### config.mk
export PLATFORM = sky130hd
export DESIGN_NAME = resultbuf_reader
export DESIGN_NICKNAME = d
export VERILOG_FILES = /design/src/rtl/resultbuf_reader.sv
export SDC_FILE = /design/constraint.sdc
export NUM_CORES = 1
export LEC_CHECK = 0
export ABC_AREA = 1
export CAP_MARGIN = 20
export CORE_UTILIZATION = 55
export CTS_CLUSTER_SIZE = 10
export DETAILED_ROUTE_END_ITERATION = 10
export GPL_TIMING_DRIVEN = 0
export HOLD_SLACK_MARGIN = 0.1
export PLACE_DENSITY = 0.72
export SLEW_MARGIN = 5
export SYNTH_ARGS = -nofsm -noshare
export SYNTH_HDL_FRONTEND = slang
export SYNTH_SLANG_ARGS = --single-unit
### constraint.sdc
create_clock -name i_CLK -period 3.6 [get_ports i_CLK]
set_clock_uncertainty 0.2 [all_clocks]
set_input_delay 0.54 -clock i_CLK [delete_from_list [all_inputs] [get_ports i_CLK]]
set_output_delay 0.54 -clock i_CLK [all_outputs]
set_load 0.02 [all_outputs]
### src/rtl/resultbuf_reader.sv
// Result buffer with a per-entry valid bitmap. A rising edge on ARMINT walks every
// address in ascending order and streams each valid entry out once, then pulses DONE.
module resultbuf_reader #(
  parameter int DW = 32,
  parameter int AW = 4
) (
  input  logic          i_CLK,
  input  logic          i_RST_n,
  input  logic          i_RESULTBUF_EN,
  input  logic          i_RESULTBUF_WE,
  input  logic [DW-1:0] i_RESULTBUF_DATA,
  input  logic [AW-1:0] i_RESULTBUF_ADDR,
  input  logic          i_ARMINT,
  output logic          o_RD_VALID,
  input  logic          i_RD_READY,
  output logic [DW-1:0] o_RD_DATA,
  output logic [AW-1:0] o_RD_ADDR,
  output logic          o_BUSY,
  output logic          o_DONE,
  output logic          o_OVERRUN,
  output logic [1:0]    o_STATE
);

  localparam int DEPTH = 1 << AW;
  localparam logic [AW-1:0] LAST = AW'(DEPTH - 1);

  typedef enum logic [1:0] {IDLE, FETCH, PRESENT, DONE} state_t;

  // Read port: a word transfers on a rising edge where o_RD_VALID and i_RD_READY
  // are both 1; once raised, VALID, DATA and ADDR stay stable until that edge.

  state_t          state_q, state_d;
  logic [AW-1:0]   ptr_q, ptr_d;
  logic            armint_q;
  logic [DEPTH-1:0] valid_q;
  logic [DW-1:0]   mem [DEPTH];
  logic            rd_valid_q, rd_valid_d;
  logic [DW-1:0]   rd_data_q, rd_data_d;
  logic [AW-1:0]   rd_addr_q, rd_addr_d;
  logic            overrun_q, overrun_d;
  logic            clr_valid;
  logic            wr_req, wr_accept, wr_drop, rise;

  assign wr_req    = i_RESULTBUF_EN & i_RESULTBUF_WE;
  assign wr_accept = wr_req & (state_q == IDLE);
  assign wr_drop   = wr_req & (state_q != IDLE);
  assign rise      = i_ARMINT & ~armint_q;

  always_comb begin
    state_d    = state_q;
    ptr_d      = ptr_q;
    rd_valid_d = rd_valid_q;
    rd_data_d  = rd_data_q;
    rd_addr_d  = rd_addr_q;
    overrun_d  = overrun_q | wr_drop;
    clr_valid  = 1'b0;
    case (state_q)
      IDLE: begin
        if (rise) begin
          state_d   = FETCH;
          ptr_d     = '0;
          overrun_d = 1'b0;
        end
      end
      FETCH: begin
        if (valid_q[ptr_q]) begin
          rd_data_d  = mem[ptr_q];
          rd_addr_d  = ptr_q;
          rd_valid_d = 1'b1;
          state_d    = PRESENT;
        end else if (ptr_q == LAST) begin
          state_d = DONE;
        end else begin
          ptr_d = ptr_q + AW'(1);
        end
      end
      PRESENT: begin
        if (i_RD_READY) begin
          rd_valid_d = 1'b0;
          clr_valid  = 1'b1;
          if (ptr_q == LAST) begin
            state_d = DONE;
          end else begin
            ptr_d   = ptr_q + AW'(1);
            state_d = FETCH;
          end
        end
      end
      DONE: begin
        ptr_d   = '0;
        state_d = IDLE;
      end
      default: state_d = IDLE;
    endcase
  end

  always_ff @(posedge i_CLK or negedge i_RST_n) begin
    if (!i_RST_n) begin
      state_q    <= IDLE;
      ptr_q      <= '0;
      armint_q   <= 1'b0;
      valid_q    <= '0;
      rd_valid_q <= 1'b0;
      rd_data_q  <= '0;
      rd_addr_q  <= '0;
      overrun_q  <= 1'b0;
    end else begin
      state_q    <= state_d;
      ptr_q      <= ptr_d;
      armint_q   <= i_ARMINT;
      rd_valid_q <= rd_valid_d;
      rd_data_q  <= rd_data_d;
      rd_addr_q  <= rd_addr_d;
      overrun_q  <= overrun_d;
      if (wr_accept) valid_q[i_RESULTBUF_ADDR] <= 1'b1;
      if (clr_valid) valid_q[ptr_q] <= 1'b0;
    end
  end

  // Storage is not reset; stale words are hidden by the cleared bitmap.
  always_ff @(posedge i_CLK) begin
    if (wr_accept) mem[i_RESULTBUF_ADDR] <= i_RESULTBUF_DATA;
  end

  assign o_RD_VALID = rd_valid_q;
  assign o_RD_DATA  = rd_data_q;
  assign o_RD_ADDR  = rd_addr_q;
  assign o_BUSY     = (state_q != IDLE);
  assign o_DONE     = (state_q == DONE);
  assign o_OVERRUN  = overrun_q;
  assign o_STATE    = state_q;

endmodule

# Yosys cells after proc, flatten, opt, wreduce, memory -nomap -nowiden
# Memory sizes are Yosys's and may differ from the RTL's. A register that Yosys moved wholly into a read port is not among the register bits.
# Index checks and enable logic that the tools add are counted.
# word_totals
ff_bits	29
ramBits	512
in_bits	42
wordCells	69
n_memories	1
# memory_table
name	depth	word_bits	rd	rd_ports_with_merged_regs	write_ports	line_no	rtl
mem	16	32	1	1	1	36	logic [DW-1:0] mem [DEPTH];
# classes
add_sub_neg	1
order_cmp	4
eq_ne	9
mux	28
n_bitwise	9
n_reduce_logical	10
# op_table
op	count
$mux 16	2
$and 16x16->16	1
$mux 4	4
$not 16->16	1
$or 16x16->16	1
$pmux 4 s4	1
$mux 1	11
$lt 4x5->1 const B	2
$mux 2	5
$reduce_and 3->1	3
$demux 1 s4	2
$ge 4x1->1 const B	2
$ne 2x2->1 const B	4
$pmux 2 s4	1
$add 4x1->4 const B	1
$and 1x1->1	4
$bmux 1 s4	1
$eq 2x2->1 const B	2
$eq 4x4->1 const B	1
$reduce_bool 2->1	2
$ne 3x3->1 const B	1
$eq 2x1->1 const B	1
$logic_and 1x1->1	2
$logic_not 2->1	1
other kinds (5)	5

# Logic depth before layout (Yosys ltp)
# Gate-level depths: netlist of run 1.
# logic_depth
ltp_word	8
depth_mapped	13

# Worst setup path after synthesis of run 1
# No wires, ideal clock.
# synth_timing
path_type	register to register
startpoint	reg state_q[0], in the netlist o_STATE[0]
endpoint	mem mem[12][0] (enable)
setup_ns	0.422
t_arrival_ns	2.651
slack_ns	0.326
path_stages_with_launch	7
path_buffers	0
period_less_slack_ns	3.274
path_cell_list	dfrtp_1 inv_1 ha_1 inv_1 nor4_1 inv_1 nor2_1
# synth_via
elab_chain_len	4
# synth_lines
element	line_no	rtl
start, declared	32	state_t state_q, state_d;
start signal, assigned	108	state_q <= state_d;
$logic_not 2->1	45	assign wr_accept = wr_req & (state_q == IDLE);
$and 1x1->1	45	
$mux 1	122	if (wr_accept) mem[i_RESULTBUF_ADDR] <= i_RESULTBUF_DATA;
$mux 1 (implied by the code)	122	
end, declared	36	
# No other way between the ends.

# Final worst setup path of run 1
# layout_timing
startpoint	reg state_q[0], in the netlist o_STATE[0]
endpoint	mem mem[2][5] (enable)
# The elaborated chain is that of the path after synthesis.

==> impl_metrics.env, run 1 <==
export IMPL_yosysSeqAreaShare_pct=75.4
export IMPL_setup_violations_final=0
export IMPL_power_density_nw_per_um2=751
export IMPL_synth_cell_area_sq_um=22400
export IMPL_worstPathRequired_ns=3.66
export IMPL_number_of_distinct_library_cells_after_synthesis=25
export IMPL_post_drt_via_cell_ratio=6.27
export IMPL_n_antenna_cell=0
export IMPL_sequential_cell_area_sq_um=16900
export IMPL_hold_ws_ns=0.222
export IMPL_cap_viol_max_count=0
export IMPL_rr_startpoint="o_STATE[0]"
export IMPL_worst_r2r_cell_count=7
export IMPL_die_width_microns=204
export IMPL_portBuffers=83
export IMPL_start_util_pct=56.1
export IMPL_worstSetupPathType="register to register"
export IMPL_critical_path_endpoint_type="register"
export IMPL_crit_path_start_kind="register"
export IMPL_drt_wirelength_per_cell_microns=25.7
export IMPL_finalCritPeriodShare_pct=82.0
export IMPL_layoutNonFillerInstCount=2534
export IMPL_worst_r2r_endpoint="mem[2][5]"
export IMPL_synth_yosys_warnings=0
export IMPL_path_clk_slew_ns=0.05
export IMPL_placement_rows=73
export IMPL_clkLatencyLatePin_ns=0.57
export IMPL_detailed_placement_hpwl_microns=40500
export IMPL_ir_worst_vdd_uv=465
export IMPL_grt_remaining_overflow=0
export IMPL_outcome="finished, final reports clean"
export IMPL_i_o_pin_cnt=84
export IMPL_final_max_slew_viol_count=0
export IMPL_drive_gt1_share_pct=7.67
export IMPL_final_min_clock_period_ns=2.95
export IMPL_total_vias_in_the_final_route=15900
export IMPL_finalCoreUtilization_pct=66.0
export IMPL_postSynthAreaPerCell_sq_um=12.6
export IMPL_drtAntennaViolNets=0
export IMPL_post_route_drc_count=0
export IMPL_first_pass_iters=6
export IMPL_first_global_vias=15380
export IMPL_grt_max_degree=44
export IMPL_synth_top_area_share_pct=68.6
export IMPL_design_core_area_sq_um=40000
export IMPL_inserted_clock_buffers=68
export IMPL_synth_cells=1785
export IMPL_num_nets_final=2007
export IMPL_cts_max_level=3
export IMPL_worst_hold_path_type="primary input to asynchronous set/reset pin"
export IMPL_netlist_top_cell_by_area="edfxtp_1"
export IMPL_syn_nets=1835
export IMPL_area_growth_pct=17.7
export IMPL_worstMarginPinSlew_ns=1.04
export IMPL_grt_use_total_pct=31.9
export IMPL_cts_root_buffer="clkbuf_16"
export IMPL_crit_path_max_fanout=17
export IMPL_rsz0062_at_grt="no"
export IMPL_antenna_found_initial=0
export IMPL_finalSetupTns_ns=0
export IMPL_placedCellCount=2411
export IMPL_clk_path_buf_depth=3
export IMPL_dieArea_sq_um=41600
export IMPL_dominant_cells_by_area_after_synthesis="edfxtp_1 69%, dfrtp_1 6.8%, o21ai_0 5.8%"
export IMPL_initialDrtViolationCount=2184
export IMPL_multi_input_area_sq_um=4980
export IMPL_routabilityCongestion=0.904
export IMPL_wl_microns=65200
export IMPL_critical_path_arrival_ns=3.02
export IMPL_achievable_frequency_ghz=0.339
export IMPL_max_slew_margin_rel_pct=30.6
export IMPL_tritoncts_num_sinks=573
export IMPL_cts_tree="done"
export IMPL_r2r_slack_ns=0.65
export IMPL_ys_seq_elements=573
export IMPL_layout_filler_cell_count=2886
export IMPL_wire_length_of_the_first_global_routing_pass_microns=95500
export IMPL_fp_dieH_microns=204
export IMPL_timing_hold_violations_final=0
export IMPL_leakage_nw=9.07
registers in the layout (all words and copies together), names as in the netlist:
register / cells
mem: 512
o_OVERRUN: 1
o_RD_ADDR: 4
valid_q: 16
o_RD_DATA: 32
o_RD_VALID: 1
ptr_q: 4
armint_q: 1
o_STATE: 2
worst max-delay path by stage:
stage,from,to,slack (ns)
after global placement,i_RESULTBUF_EN,mem[4][26],-1.60
after CTS,o_STATE[0],mem[2][2],0.65
final,o_STATE[0],mem[2][5],0.65
after global routing,o_STATE[0],mem[2][2],0.42
after floorplan,o_STATE[0],mem[12][0],0.33
after detailed placement,i_RESULTBUF_EN,mem[2][30],0.43
layer usage:
metal  wire (microns)  GRT usage, %  share of wire, %
met2            30200          49.8                46
met5                0             0                 0
met4             2680          13.9               4.1
met1            24400          43.5                37
met3             7930          6.86                12
placed cells by master, fill, tap and decap left out, types with 2 or more instances in the layout:
cell type / instances
clkinvlp_4: 2
nand4_1: 33
nor2_4: 16
buf_1: 2
nand2_1: 279
clkdlybuf4s50_1: 82
buf_12: 15
buf_4: 5
inv_2: 3
inv_1: 40
edfxtp_1: 512
o21ai_0: 262
buf_16: 2
dfrtp_1: 61
nor2_1: 286
clkbuf_1: 116
nor2_2: 2
o22ai_1: 128
buf_6: 6
ha_1: 8
a21oi_1: 17
buf_2: 27
clkbuf_16: 71
nand3_1: 20
a31oi_1: 4
where the power goes:
part	internal, mW	leakage, nW	switching (mW)
clock	3.68	0.943	2.56
sequential	7.61	5.38	0.181
combinational	1.74	2.75	4.06
metrics by stage:
stage | power (mW) | setup slack, ns | instance area (sq um)
final | 19.8 | 0.648 | 26400
after global routing | 20.5 | 0.420 | 26400
after CTS | 19.7 | 0.653 | 26400
after detailed placement | 13.6 | 0.427 | 24400
after global placement | 13.4 | -1.60 | 23900
after floorplan | 11.2 | 0.326 | 22400
synthesized netlist by cell type (all sizes together):
cell / number
nand3: 20
inv: 43
clkbuf: 71
a31oi: 4
clkinv: 1
nand4: 33
ha: 8
a21oi: 17
o22ai: 128
dfrtp: 61
nor2: 304
o31ai: 1
nand3b: 1
buf: 38
edfxtp: 512
o21ai: 263
nand2: 279
nor4: 1
worst max-delay path: stages (launching register included):
cell and delay [ns]:
dfrtp_1 0.43, inv_1 0.12, ha_1 0.20, inv_1 0.10
nor2_1 0.19, nand3_1 0.36, nor2_4 0.74, buf_16 0.26
logic make-up (layout without fill, tap and decap cells):
group | count (synthesis) | in the layout | share of synthesized area (%)
AOI/OAI and AO/OA | 413 | 413 | 10.0
adders and majority gates | 8 | 8 | 0.446
buffers and inverters | 153 | 377 | 2.96
DFF | 573 | 573 | 75.4
and+or+nand+nor | 638 | 638 | 11.2
area by class of cell:
class / instances / share of cell area, %
Timing Repair Buffer: 102 / 4.56
Clock buffer: 118 / 7.44
Sequential cell: 573 / 64.0
Multi-Input combinational cell: 1059 / 18.9
Clock inverter: 4 / 0.104
Inverter: 44 / 0.630
Tap cell: 525 / 2.49
Buffer: 109 / 1.88
what timing repair did:
item	4_1_cts	5_1_grt
setup buffers	0	0
hold endpoints to repair	61	0
hold buffers	1	0
gates resized for setup	0	0
Note: power is estimated with default switching activity, not from simulation.
==> inputs of run 2 (changes only) <==
- PLACE_DENSITY: 0.72 -> 0.75
- clock period: 3.6 -> 2.6 ns (I/O delays scaled with it)
==> run 2 against run 1 <==
  * Clock-buffer cell count up 1
  * The run now ends with setup timing left
  * Critical path type unchanged
  * Critical endpoint is now o_RD_DATA[14]
  * Utilization up 1.3 points
  * Design area up 2.0%
  * Non-clock buffer count up 25
  * Largest power group unchanged
==> impl_metrics.env, run 2 (same netlist as run 1, synthesis figures left out) <==
export IMPL_worst_r2r_endpoint="o_RD_DATA[14]"
export IMPL_grt_use_total_pct=31.7
export IMPL_hold_ws_ns=0.124
export IMPL_first_global_vias=15853
export IMPL_antenna_found_initial=0
export IMPL_drive_gt1_share_pct=10.9
export IMPL_setup_violations_final=1
export IMPL_placement_rows=73
export IMPL_crit_path_max_fanout=10
export IMPL_m1WireLength_microns=23100
export IMPL_finalCritPeriodShare_pct=102
export IMPL_post_route_drc_count=0
export IMPL_dieArea_sq_um=41600
export IMPL_outcome="complete, but fails checks"
export IMPL_met2RoutedLength_microns=30400
export IMPL_r2r_slack_ns=-0.05
export IMPL_layout_common_cells="512 x edfxtp_1, 284 x nor2_1, 279 x nand2_1, 262 x o21ai_0, 128 x o22ai_1"
export IMPL_die_width_microns=204
export IMPL_largest_reg_flops=512
export IMPL_timing_critical_path_to="o_RD_DATA[14]"
export IMPL_mostFrequentLayoutCell="edfxtp_1"
export IMPL_n_antenna_cell=0
export IMPL_cts_tree="done"
export IMPL_routed_top_layer="met4"
export IMPL_critical_path_arrival_ns=2.96
export IMPL_place_area_sq_um=24400
export IMPL_wl_microns=65200
export IMPL_i_o_pin_cnt=84
export IMPL_leakage_nw=9.41
export IMPL_worstMarginPinSlew_ns=1.05
export IMPL_design_power_total_mw=27.6
export IMPL_cts_root_buffer="clkbuf_16"
export IMPL_achievable_frequency_ghz=0.378
export IMPL_num_nets_final=2031
export IMPL_fp_dieH_microns=204
export IMPL_final_min_clock_period_ns=2.65
export IMPL_tritoncts_num_sinks=573
export IMPL_violations="setup timing"
export IMPL_finalWorstSetupSlack_ns=-0.0454
export IMPL_design_core_area_sq_um=40000
export IMPL_area_growth_pct=20.0
export IMPL_final_max_slew_viol_count=0
export IMPL_critical_path_endpoint_type="register"
export IMPL_rsz0062_at_grt="yes"
export IMPL_total_vias_in_the_final_route=16145
export IMPL_largest_register="mem"
export IMPL_max_slew_margin_rel_pct=30.3
export IMPL_clk_path_buf_depth=3
export IMPL_grt_max_degree=45
export IMPL_path_clk_slew_ns=0.06
export IMPL_drtAntennaViolNets=0
export IMPL_clkLatencyLatePin_ns=0.58
export IMPL_timing_hold_violations_final=0
export IMPL_worstPathRequired_ns=2.91
export IMPL_wire_length_of_the_first_global_routing_pass_microns=95600
export IMPL_placedCellCount=2410
export IMPL_detailed_placement_hpwl_microns=40200
export IMPL_inserted_clock_buffers=67
export IMPL_power_density_nw_per_um2=1030
export IMPL_first_pass_iters=8
export IMPL_worst_r2r_cell_count=9
export IMPL_drt_wirelength_per_cell_microns=25.5
export IMPL_cts_max_level=3
export IMPL_portBuffers=83
export IMPL_worstSetupPathType="register to register"
export IMPL_fin_area_sq_um=26900
export IMPL_routabilityCongestion=0.870
export IMPL_rr_startpoint="ptr_q[0]"
export IMPL_crit_path_start_kind="register"
export IMPL_worstSetupStartpoint="ptr_q[0]"
export IMPL_post_drt_via_cell_ratio=6.31
export IMPL_dr_wl_met3_microns=8500
export IMPL_layoutNonFillerInstCount=2558
export IMPL_worst_hold_path_type="primary input to asynchronous set/reset pin"
export IMPL_grt_remaining_overflow=0
export IMPL_ir_worst_vdd_uv=730
export IMPL_cap_viol_max_count=0
export IMPL_initialDrtViolationCount=2625
export IMPL_start_util_pct=56.1
## run 2: cell count changes in the layout (fill, tap and decap cells not counted), sizes merged
cell,change
dlygate4sd3,+1
clkinvlp,-2
dlygate4sd2,+1
clkdlybuf4s50,-1
clkbuf,+6
buf,+19
## run 2: worst min-delay path by stage
| stage | depth (start not counted) | slack (ns) | end | from |
|---|---|---|---|---|
| floorplan | 0 | -0.11 | armint_q | i_RST_n |
| global placement | 2 | 0.26 | o_RD_VALID | o_RD_VALID |
| detailed placement | 1 | 0.12 | o_RD_DATA[20] | i_RST_n |
| CTS | 3 | 0.12 | o_RD_DATA[20] | i_RST_n |
| global route | 3 | 0.14 | o_RD_DATA[20] | i_RST_n |
| finish | 3 | 0.12 | o_RD_DATA[20] | i_RST_n |
## run 2: area by class of cell
cell class | count | area, sq um
multi-input cells | 1059 | 5000
clock inverters | 2 | 12.5
inverters | 44 | 166
flip-flops and latches | 573 | 16900
plain buffers | 109 | 569
clock buffers | 119 | 1970
fillers | 2760 | 13100
well taps | 525 | 657
repair buffers | 127 | 1640
## run 2: through the flow
step                      setup TNS, ns  setup WS [ns]  util, %
after floorplan                  -93.56         -0.194        -
after global placement          -664.15          -1.48     59.9
after detailed placement        -104.94         -0.332     61.1
after CTS                             0        0.00405     67.0
after global routing             -14.72        -0.0928     67.3
final                           -0.0454        -0.0454     67.3
## run 2: report_power, final
part / internal, mW / switching, mW
sequential: 10.5 / 0.255
clock: 5.09 / 3.50
combinational: 2.53 / 5.71
## run 2: per-layer routing
metal | vias up | track usage, %
li1 | 6842 | -
met1 | 7783 | 42.0
met2 | 1286 | 49.9
met3 | 234 | 6.20
met4 | 0 | 17.3
met5 | - | 0
## run 2: what timing repair did
action                                  4_1_cts  5_1_grt
endpoints found under the setup margin      465      410
setup buffers                                18        6
hold buffers                                  3        0
hold endpoints to repair                     62        0
gates resized for setup                      23       61
pin swaps                                    12        2
## run 2: critical path, stage by stage (launching register included)
cell	delay (ns)
dfrtp_1	0.39
buf_4	0.21
buf_6	0.17
clkbuf_1	0.63
o21ai_0	0.23
o22ai_1	0.24
nand2_1	0.14
nand4_1	0.22
nand2_1	0.07
nand2_1	0.06
==> inputs of run 3 (changes only) <==
- RECOVER_POWER: unset -> 100
==> run 3 against run 2 <==
  * The run still ends with setup timing left
  * Non-clock buffer count unchanged
  * Maximum frequency decreased by 0.23%
  * Critical path type unchanged
  * Sequential cell count unchanged
  * Global-route usage unchanged
  * Largest power group unchanged
  * Combinational power decreased by 1%
  * Via count increased by 0.46%
  * Total power decreased by 0.46%
  * First-iteration DRC count increased by 4.1%
  * Clock power about the same
  * Die area unchanged
==> impl_metrics.env, run 3 (same netlist as run 1, synthesis figures left out) <==
export IMPL_outcome="complete, but fails checks"
export IMPL_violations="setup timing"
export IMPL_place_area_sq_um=24400
export IMPL_n_antenna_cell=0
export IMPL_path_clk_slew_ns=0.06
export IMPL_finalCritPeriodShare_pct=102
export IMPL_final_min_clock_period_ns=2.65
export IMPL_wire_length_of_the_first_global_routing_pass_microns=95600
export IMPL_grt_remaining_overflow=0
export IMPL_finalWorstSetupSlack_ns=-0.0515
export IMPL_die_width_microns=204
export IMPL_post_route_drc_count=0
export IMPL_crit_path_start_kind="register"
export IMPL_critical_path_arrival_ns=2.96
export IMPL_cpMostUsedCell="nand2_1"
export IMPL_cts_root_buffer="clkbuf_16"
export IMPL_timing_hold_violations_final=0
export IMPL_mostFrequentLayoutCell="edfxtp_1"
export IMPL_dpl_worst_slack_ns=-0.332
export IMPL_drive_gt1_share_pct=10.8
export IMPL_fin_area_sq_um=26900
export IMPL_antenna_found_initial=0
export IMPL_rsz0062_at_grt="yes"
export IMPL_first_global_vias=15853
export IMPL_initialDrtViolationCount=2733
export IMPL_layout_common_cells="512 x edfxtp_1, 284 x nor2_1, 279 x nand2_1, 262 x o21ai_0, 128 x o22ai_1"
export IMPL_clockPowerShare_pct=31.3
export IMPL_globalRouteMet1Util_pct=42.0
export IMPL_post_drt_via_cell_ratio=6.34
export IMPL_crit_chain="buf_4 > buf_6 > clkbuf_1 > o21ai_0 > o22ai_1 > nand2_1 > nand4_1 > nand2_1 > nand2_1"
export IMPL_first_pass_iters=6
export IMPL_area_growth_pct=19.8
export IMPL_fp_dieH_microns=204
export IMPL_clkLatencyLatePin_ns=0.58
export IMPL_final_max_slew_viol_count=0
export IMPL_critical_path_endpoint_type="register"
export IMPL_grt_met2_usage_pct=49.9
export IMPL_worstSetupPathType="register to register"
export IMPL_cts_tree="done"
export IMPL_routabilityCongestion=0.870
export IMPL_finalCoreUtilization_pct=67.2
export IMPL_setup_violations_final=1
export IMPL_inserted_clock_buffers=67
export IMPL_detailed_placement_hpwl_microns=40200
export IMPL_cts_max_level=3
export IMPL_portBuffers=83
export IMPL_clk_path_buf_depth=3
export IMPL_wl_microns=65100
export IMPL_crit_buf_inv=3
export IMPL_drt_wirelength_per_cell_microns=25.5
export IMPL_achievable_frequency_ghz=0.377
export IMPL_drtAntennaViolNets=0
export IMPL_power_switching_mw=9.44
export IMPL_worst_hold_path_type="register to register"
export IMPL_num_nets_final=2031
export IMPL_design_core_area_sq_um=40000
export IMPL_power_density_nw_per_um2=1020
export IMPL_ir_worst_vdd_uv=730
export IMPL_max_slew_margin_rel_pct=13.5
export IMPL_i_o_pin_cnt=84
export IMPL_critical_path_max_stage_delay_ns=0.61
export IMPL_power_combinational_fraction_pct=29.5
export IMPL_worstPathRequired_ns=2.91
export IMPL_dieArea_sq_um=41600
export IMPL_grt_use_total_pct=31.7
export IMPL_worstMarginPinSlew_ns=1.30
export IMPL_grt_max_degree=45
export IMPL_tritoncts_num_sinks=573
export IMPL_largest_register="mem"
export IMPL_power_report_internal_total_mw=18.0
export IMPL_cap_viol_max_count=0
export IMPL_path_delay_family="buffers and inverters"
export IMPL_gr_usage_met3_pct=6.20
export IMPL_cp_slowest_cell="clkbuf_1"
export IMPL_switching_share_pct=34.4
export IMPL_total_vias_in_the_final_route=16219
export IMPL_crit_path_max_fanout=10
export IMPL_largest_reg_flops=512
export IMPL_leakage_nw=9.45
export IMPL_gr_max_usage_layer="met2"
export IMPL_seq_pwr_share_pct=39.2
export IMPL_start_util_pct=56.1
export IMPL_placement_rows=73
## run 3: changes by cell type in the layout (fill, tap and decap cells not counted)
cell and delta:
clkdlybuf4s50_1 -71, dlygate4sd3_1 +71, clkbuf_1 +2, buf_12 -1, buf_16 -1, buf_4 -1, clkbuf_2 +1
## run 3: per-layer routing
layer  share of wire (%)  up-vias
li1                    -     6846
met1                  35     7841
met2                  47     1306
met3                  13      226
met4                 4.8        0
met5                   0        -
## run 3: through the flow
stage	power [mW]	instances	TNS, ns	hold slack, ns
after floorplan	15.5	1785	-93.56	-0.106
after global placement	18.5	2393	-664.15	0.263
after detailed placement	18.7	2410	-104.94	0.124
after CTS	27.3	2552	0	0.124
after global routing	28.4	2558	-14.72	0.289
final	27.5	2558	-0.0515	0.262
## run 3: area by class of cell
type	instances	area, sq um
Buffer	109	569
Clock buffer	119	1970
Clock inverter	2	12.5
Fill cell	2765	13100
Inverter	44	166
Multi-Input combinational cell	1059	5000
Sequential cell	573	16900
Tap cell	525	657
Timing Repair Buffer	127	1600
## run 3: what timing repair did
| item | in CTS | in global routing |
|---|---|---|
| pin swaps | 12 | 2 |
| hold buffers | 3 | 0 |
| buffers inserted | 18 | 6 |
| cloned | 0 | 0 |
| resized for setup | 23 | 61 |
| hold endpoints to repair | 62 | 0 |
| endpoints found under the setup margin | 465 | 410 |
## run 3: path summary, 6_finish.rpt
path | slack, ns | from | depth (start not counted) | endpoint
min | 0.26 | o_RD_VALID | 2 | o_RD_VALID
max in group asynchronous | 0.86 | i_RST_n | 3 | o_RD_DATA[27]
min reg2reg | 0.26 | o_RD_VALID | 2 | o_RD_VALID
max reg2reg | -0.05 | ptr_q[0] | 9 | o_RD_DATA[14]
max | -0.05 | ptr_q[0] | 9 | o_RD_DATA[14]
min in group asynchronous | 0.51 | i_RST_n | 3 | o_RD_DATA[18]
## run 3: power groups by stage
stage / combinational [mW] / sequential, mW / clock [mW]
after detailed placement: 7.72 / 11.0 / 0
after CTS: 7.86 / 10.8 / 8.60
after global placement: 7.52 / 10.9 / 0
after global routing: 8.65 / 10.8 / 8.97
after floorplan: 4.22 / 11.3 / 0
final: 8.12 / 10.8 / 8.59
## run 3: tightest hold or removal path, stage by stage (launching register included)
cell,delay (ns)
dfrtp_1,0.34
nand2_1,0.05
nand2_1,0.04
